<file path="src/rtl/icache.sv">
// Direct-mapped, read-only instruction cache: combinational hit path and a
// single outstanding tagged BUS_LOAD per miss.
module icache #(
  parameter int NUM_LINES = 32,
  parameter int IDX_W     = $clog2(NUM_LINES)
) (
  input  logic        clock,
  input  logic        reset,
  input  logic [31:0] proc2Icache_addr,
  input  logic        mem_stall,
  input  logic [3:0]  Imem2proc_response,
  input  logic [63:0] Imem2proc_data,
  input  logic [3:0]  Imem2proc_tag,
  output logic [63:0] Icache2proc_data,
  output logic        Icache2proc_data_valid,
  output logic [1:0]  proc2Imem_command,
  output logic [31:0] proc2Imem_addr
);
  localparam int TAG_W = 29 - IDX_W;
  localparam logic [1:0] BUS_NONE = 2'd0;
  localparam logic [1:0] BUS_LOAD = 2'd1;
  localparam logic [0:0] S_IDLE = 1'b0;
  localparam logic [0:0] S_WAIT = 1'b1;

  logic [NUM_LINES-1:0]           valid_q, valid_d;
  logic [NUM_LINES-1:0][TAG_W-1:0] tags_q;
  logic [NUM_LINES-1:0][63:0]     data_q;

  logic [0:0]       state_q, state_d;
  logic [3:0]       pend_tag_q, pend_tag_d;
  logic [IDX_W-1:0] pend_idx_q, pend_idx_d;
  logic [TAG_W-1:0] pend_ltag_q, pend_ltag_d;

  logic [IDX_W-1:0] addr_idx;
  logic [TAG_W-1:0] addr_tag;
  logic             hit, miss_req, accept, fill;
  logic             unused_bits;

  assign addr_idx    = proc2Icache_addr[IDX_W+2:3];
  assign addr_tag    = proc2Icache_addr[31:IDX_W+3];
  assign unused_bits = ^proc2Icache_addr[2:0];

  assign hit      = valid_q[addr_idx] && (tags_q[addr_idx] == addr_tag);
  // Request only from IDLE on a miss while the bus is ours.
  assign miss_req = !reset && (state_q == S_IDLE) && !hit && !mem_stall;
  assign accept   = miss_req && (Imem2proc_response != 4'd0);
  assign fill     = !reset && (state_q == S_WAIT) && (Imem2proc_tag == pend_tag_q);

  assign Icache2proc_data       = data_q[addr_idx];
  assign Icache2proc_data_valid = hit && !reset;
  assign proc2Imem_command      = miss_req ? BUS_LOAD : BUS_NONE;
  assign proc2Imem_addr         = miss_req ? {proc2Icache_addr[31:3], 3'b000} : 32'd0;

  always_comb begin
    state_d     = state_q;
    pend_tag_d  = pend_tag_q;
    pend_idx_d  = pend_idx_q;
    pend_ltag_d = pend_ltag_q;
    valid_d     = valid_q;
    case (state_q)
      S_IDLE: if (accept) begin
        state_d     = S_WAIT;
        pend_tag_d  = Imem2proc_response;
        pend_idx_d  = addr_idx;
        pend_ltag_d = addr_tag;
      end
      S_WAIT: if (fill) begin
        state_d             = S_IDLE;
        valid_d[pend_idx_q] = 1'b1;
      end
      default: state_d = S_IDLE;
    endcase
  end

  always_ff @(posedge clock) begin
    if (reset) begin
      state_q     <= S_IDLE;
      pend_tag_q  <= 4'd0;
      pend_idx_q  <= '0;
      pend_ltag_q <= '0;
      valid_q     <= '0;
    end else begin
      state_q     <= state_d;
      pend_tag_q  <= pend_tag_d;
      pend_idx_q  <= pend_idx_d;
      pend_ltag_q <= pend_ltag_d;
      valid_q     <= valid_d;
    end
  end

  // Tag/data storage is never reset; the valid bits guard it.
  always_ff @(posedge clock) begin
    if (fill) begin
      data_q[pend_idx_q] <= Imem2proc_data;
      tags_q[pend_idx_q] <= pend_ltag_q;
    end
  end
endmodule
</file>
<file path="config.mk">
export PLATFORM = sky130hd
export DESIGN_NAME = icache
export DESIGN_NICKNAME = d
export VERILOG_FILES = /design/src/rtl/icache.sv
export SDC_FILE = /design/constraint.sdc
export NUM_CORES = 2
export LEC_CHECK = 0
export CORE_MARGIN = 10
export CORE_UTILIZATION = 45
export CTS_CLUSTER_SIZE = 14
export DETAILED_ROUTE_END_ITERATION = 6
export SLEW_MARGIN = 20
export SYNTH_ARGS = -nofsm -noshare
export SYNTH_HDL_FRONTEND = slang
export SYNTH_SLANG_ARGS = --single-unit
</file>
<file path="constraint.sdc">
create_clock -name clock -period 9.75 [get_ports clock]
set_input_delay 2.4375 -clock clock [delete_from_list [all_inputs] [get_ports clock]]
set_output_delay 2.4375 -clock clock [all_outputs]
set_load 0.1 [all_outputs]
</file>
Word level (Yosys, flattened, before mapping):

Index checks and enable logic that the tools add are counted.

* output and inout port bits: 99
* input port bits: 107
* flip-flop bits (word level): 2882
* logic and storage cells: 110

* $lt $le $gt $ge: 3
* bitwise operators: 2
* muxes and demuxes: 19
* reductions and logical operators: 15
* equality and inequality tests: 2

Operators by type and width (number)
* $bwmux 2048: 1
* $bwmux 768: 1
* $bmux 64 s5: 1
* $demux 64 s5: 1
* $mux 64: 2
* $bmux 24 s5: 1
* $demux 24 s5: 1
* $mux 24: 2
* $mux 32: 1
* $or 32x32->32: 1
* $eq 24x24->1: 1
* $lt 5x6->1 const B: 2
* $logic_and 1x1->1: 9
* $bmux 1 s5: 1
* $demux 1 s5: 1
* $ge 5x1->1 const B: 1
* $mux 1: 5
* $eq 4x4->1: 1
* $reduce_and 2->1: 2
* $reduce_bool 4->1: 1
* $logic_not 1->1: 3
* $pmux 1 s2: 1
* $not 1->1: 1

Depth between registers and ports, before layout:

* depth after elaboration: 10
* mapped depth: 17
* mapped depth without buffers: 11

Worst setup path before layout:

No wires, ideal clock.

* path type: input to output
* start: in proc2Icache_addr[4]
* end: out Icache2proc_data_valid
* required time: 7.312 ns
* cell stages on the path: 10
* setup slack: 0.288 ns
* data arrival time: 7.025 ns
* path buffers: 4
* cells stage by stage: buf_2 buf_2 buf_1 buf_2 mux4_2 xnor2_1 a32oi_1 a2111o_1 or4_4 nor3_1

* cells in the longest elaborated chain, start to end: 5
* elaborated cells between the ends (all ways): 7
* classes of those cells: eq/ne: 1; mux: 4; reduce/logical: 2

RTL lines
* from (decl): RTL line 9 `input logic [31:0] proc2Icache_addr,`
* $bmux 24 s5: RTL line 43 `assign hit = valid_q[addr_idx] && (tags_q[addr_idx] == addr_tag);`
* $mux 24 (not written as such): RTL line 43
* $eq 24x24->1: RTL line 43
* $logic_and 1x1->1 (*): RTL line 43
* $logic_and 1x1->1 (*): RTL line 50 `assign Icache2proc_data_valid = hit && !reset;`
* to (decl): RTL line 15 `output logic Icache2proc_data_valid,`

Every way passes the cells marked *; elsewhere a longest branch is shown, timed or not. The select of a mux whose other input is x is not followed.

Worst setup path in the final report:

* start: in proc2Icache_addr[3]
* end: out proc2Imem_addr[10]

* cells in the longest elaborated chain, start to end: 8
* elaborated cells between the ends (all ways): 10
* classes of those cells: eq/ne: 1; mux: 5; reduce/logical: 4

RTL lines
* $bmux 24 s5: RTL line 43
* $mux 24 (not written as such): RTL line 43
* $eq 24x24->1: RTL line 43
* $logic_and 1x1->1 (*): RTL line 43
* $logic_not 1->1 (*): RTL line 45 `assign miss_req = !reset && (state_q == S_IDLE) && !hit && !mem_stall;`
* $logic_and 1x1->1 (*) (2 in a row): RTL line 45
* $mux 32 (*): RTL line 52 `assign proc2Imem_addr = miss_req ? {proc2Icache_addr[31:3], 3'b000} : 32'd0;`
* to (decl): RTL line 17 `output logic [31:0] proc2Imem_addr`

Marked as above.

==> results_dict.tcl <==
set metrics [dict create \
    run_status "finished clean" \
    timing.final.ws_setup_ns 0.607 \
    layout.area.seq_um2 85900 \
    critical_path.startpoint_type "input pin" \
    cpMostUsedCell "sky130_fd_sc_hd__buf_12" \
    yosys.area.top_type "sky130_fd_sc_hd__edfxtp_1" \
    cts-hold-fix-buffers 0 \
    htree_num_levels 5 \
    fin_area_um2 126000 \
    power_density_nw_per_um2 208 \
    min_period_ns 9.14 \
    timing_worst_setup_path_type "in2out" \
    r2r-end "pend_ltag_q[21]" \
    dieWidth_um 514 \
    min_period_over_period_pct 93.8 \
    most_common_cell_after_layout_fill_and_taps_aside "sky130_fd_sc_hd__edfxtp_1" \
    max_clock_freq_ghz 0.109 \
    wl_um 275000 \
    first_pass_grt_wire_length_um 391000 \
    synth-async-reset-ratio_pct 0 \
    hold_path_depth 2 \
    first_global_vias 52600 \
    element_type_at_the_critical_path_end "output port" \
    hpwl_um 131000 \
    top_level_ports 206 \
    routed_wire_per_std_cell_um 32.3 \
    syn_area_um2 110000 \
    route.antenna.remaining_nets 0 \
    worstPathArrival_ns 6.71 \
    synth_seq_cells 2882 \
    critPathSlowestCell "sky130_fd_sc_hd__or4_1" \
    tightest_slew_ns 1.15 \
    drt_first_iter_violations 5659 \
    synth-edff-count 2816 \
    post_synth_main_area_contributors "sky130_fd_sc_hd__edfxtp_1, sky130_fd_sc_hd__mux4_2, sky130_fd_sc_hd__mux2i_1" \
    cts_tree "yes" \
    finish.cell_count_without_fillers 8503 \
    postSynthCellCount 4673 \
    clock_tree.buffer_depth 4 \
    clock_transition_at_the_register_clock_pins_on_the_worst_setup_and_hold_paths_after_cts_ns 0.06 \
    cts_root_buffer_type "sky130_fd_sc_hd__clkbuf_16" \
    worst_ir_drop_vdd_uv 178 \
    min_delay_worst_type "reg2reg" \
    netlist-cell-type-count 48 \
    grt-ovfl-total 0 \
    post_cts_resize_count 0 \
    fin_nets 5184 \
    core_area_um2 243000 \
    synth_area_per_cell_um2 23.5 \
    dpl_worst_slack_ns 0.551 \
    mostFrequentLayoutCells "sky130_fd_sc_hd__edfxtp_1, sky130_fd_sc_hd__mux4_2, sky130_fd_sc_hd__clkbuf_16, sky130_fd_sc_hd__buf_4, sky130_fd_sc_hd__nand2_1" \
    placedCellCount 7965 \
    gp_routability_congestion 0.734 \
    holdPathEnd "valid_q[26]" \
    synthToLayoutAreaGrowth_pct 14.7 \
    drive_gt1_share_pct 28.9 \
    setup_repair_after_global_routing_missed_its_margin "false" \
    die_area_um2 264000 \
    grt_use_total_pct 20.5 \
    min_from "valid_q[26]" \
    report.final.hold_viol_count 0 \
    grt_antenna_before_repair 16 \
    placed_cell_area_um2 117000 \
    crit_path_max_fanout 47 \
    timing.clock.skew_ns 0.0851 \
    num_rows 181 \
    initial_core_util_pct 45.2 \
    floorplan.die.height_um 514 \
    fin_setup_tns_ns 0 \
    clkLatencyLatePin_ns 0.95 \
    power_leakage_nw 39.9 \
    ys_warn_count 0 \
    cp_data_required_time_ns 7.31 \
    regToRegStartpoint "tags_q[14]" \
    finalCoreUtilization_pct 51.8 \
    hold_slack_ns 0.471 \
    slew_violations 0 \
    nFillCells 18700 \
    io_buffers 198 \
    maximum_single_stage_delay_on_the_critical_path_ns 0.79 \
    crit_path_cell_trace "buf_8, buf_12, mux4_2, o22ai_1, nor4_1, xnor2_1, o2111ai_1, or4_1, o21ai_4, inv_1, buf_4, and2_1, buf_12" \
    multiInputGateArea_um2 23100 \
    vias_per_cell 6.00 \
    timing.max_cap.violations 0 \
    max_slew_margin_pct 23.3 \
    synth_sequential_area_ratio_pct 78.2 \
    detailedRoute.firstPassIterationCount 5 \
    route.detailed.drc 0 \
    synth_top_cell_area_share_pct 77.0 \
    depth_of_the_most_critical_reg_to_reg_path 12 \
    synth_top_flop_cell "sky130_fd_sc_hd__edfxtp_1" \
    final-setup-viol-count 0 \
    cts_buffers 311 \
    post-cts-setup-buffers 0 \
    internal_reg_to_reg_setup_slack_ns 5.65 \
    clock_sink_count 2882 \
    grt_start_max_net_pins 115 \
    vias 51100 \
    totalPowerFinal_mw 26.1 \
]
worst max path at each step:
stage | start | endpoint | slack, ns | cells past startpoint
final | proc2Icache_addr[3] | proc2Imem_addr[10] | 0.61 | 13
after global routing | proc2Icache_addr[3] | proc2Imem_addr[20] | 0.31 | 15
after CTS | proc2Icache_addr[3] | proc2Imem_addr[10] | 0.53 | 13
after detailed placement | proc2Icache_addr[3] | proc2Imem_addr[10] | 0.55 | 13
after global placement | proc2Icache_addr[3] | proc2Imem_addr[20] | 0.50 | 13
after floorplan | proc2Icache_addr[4] | Icache2proc_data_valid | 0.29 | 10
cell families (layout without fill, tap and decap cells):
group	count (synthesis)	in the layout	share of synthesized area [%]
other	1	7	0.00342
flip-flops	2882	2882	78.2
buffers and inverters	254	876	0.973
multiplexers	986	986	18.1
AO/OA/AOI/OAI	147	147	0.950
XOR/XNOR	30	30	0.239
AND/OR/NAND/NOR	373	373	1.55
cell type report:
| cell class | instances | area share [%] |
|---|---|---|
| diodes | 3 | 0.00596 |
| clock buffers | 403 | 6.63 |
| clock inverters | 131 | 0.814 |
| inverters | 4 | 0.0139 |
| multi-input cells | 1540 | 18.3 |
| flip-flops and latches | 2882 | 68.2 |
| well taps | 3202 | 3.18 |
| repair buffers | 338 | 2.84 |
per-layer routing:
metal / up-vias / routed length, um / global-route usage (%)
li1: 20700 / - / -
met1: 28000 / 113000 / 28.9
met2: 1901 / 138000 / 34.0
met3: 461 / 17600 / 3.17
met4: 12 / 6290 / 5.07
met5: - / 76 / 0
sequential cells by signal (all words and copies together) (netlist names):
name / cells
tags_q: 768
pend_tag_q: 4
pend_ltag_q: 24
valid_q: 32
data_q: 2048
pend_idx_q: 5
state_q: 1
where the power goes:
part           internal (mW)  total (mW)  leakage (nW)  switching (mW)
combinational          0.526        1.42          9.12           0.894
clock                   6.42        11.0          4.58            4.59
sequential              13.6        13.7          26.2          0.0731
synth_stat cells (2+ instances only):
master,n
sky130_fd_sc_hd__edfxtp_1,2816
sky130_fd_sc_hd__mux4_2,787
sky130_fd_sc_hd__nand2_1,159
sky130_fd_sc_hd__clkbuf_1,145
sky130_fd_sc_hd__mux2i_1,145
sky130_fd_sc_hd__nor2_1,93
sky130_fd_sc_hd__dfxtp_1,66
sky130_fd_sc_hd__buf_1,57
sky130_fd_sc_hd__a22oi_1,56
sky130_fd_sc_hd__mux2_2,46
sky130_fd_sc_hd__nor2b_1,39
sky130_fd_sc_hd__buf_2,32
sky130_fd_sc_hd__and2_1,30
sky130_fd_sc_hd__xnor2_1,24
sky130_fd_sc_hd__a21oi_1,23
sky130_fd_sc_hd__o22ai_1,20
sky130_fd_sc_hd__buf_4,12
sky130_fd_sc_hd__nand3_1,12
sky130_fd_sc_hd__o21ai_0,12
sky130_fd_sc_hd__nor4_1,11
sky130_fd_sc_hd__nand2b_1,10
sky130_fd_sc_hd__a211oi_1,8
sky130_fd_sc_hd__a221oi_1,8
sky130_fd_sc_hd__mux2_4,8
sky130_fd_sc_hd__o21ba_2,7
sky130_fd_sc_hd__xor2_1,6
sky130_fd_sc_hd__nand3b_1,5
sky130_fd_sc_hd__buf_6,4
sky130_fd_sc_hd__nand4_1,4
sky130_fd_sc_hd__a32o_1,3
sky130_fd_sc_hd__inv_1,3
sky130_fd_sc_hd__nor3_1,3
sky130_fd_sc_hd__o211ai_1,3
sky130_fd_sc_hd__or2_2,2
critical path: cells and delay by family:
family | cells | cell delay, ns
buf+inv | 5 | 1.30
simple gates | 3 | 1.14
compound gates | 3 | 0.72
mux | 1 | 0.56
xor+xnor | 1 | 0.43
No activity file was read; power rests on OpenSTA's default activity.
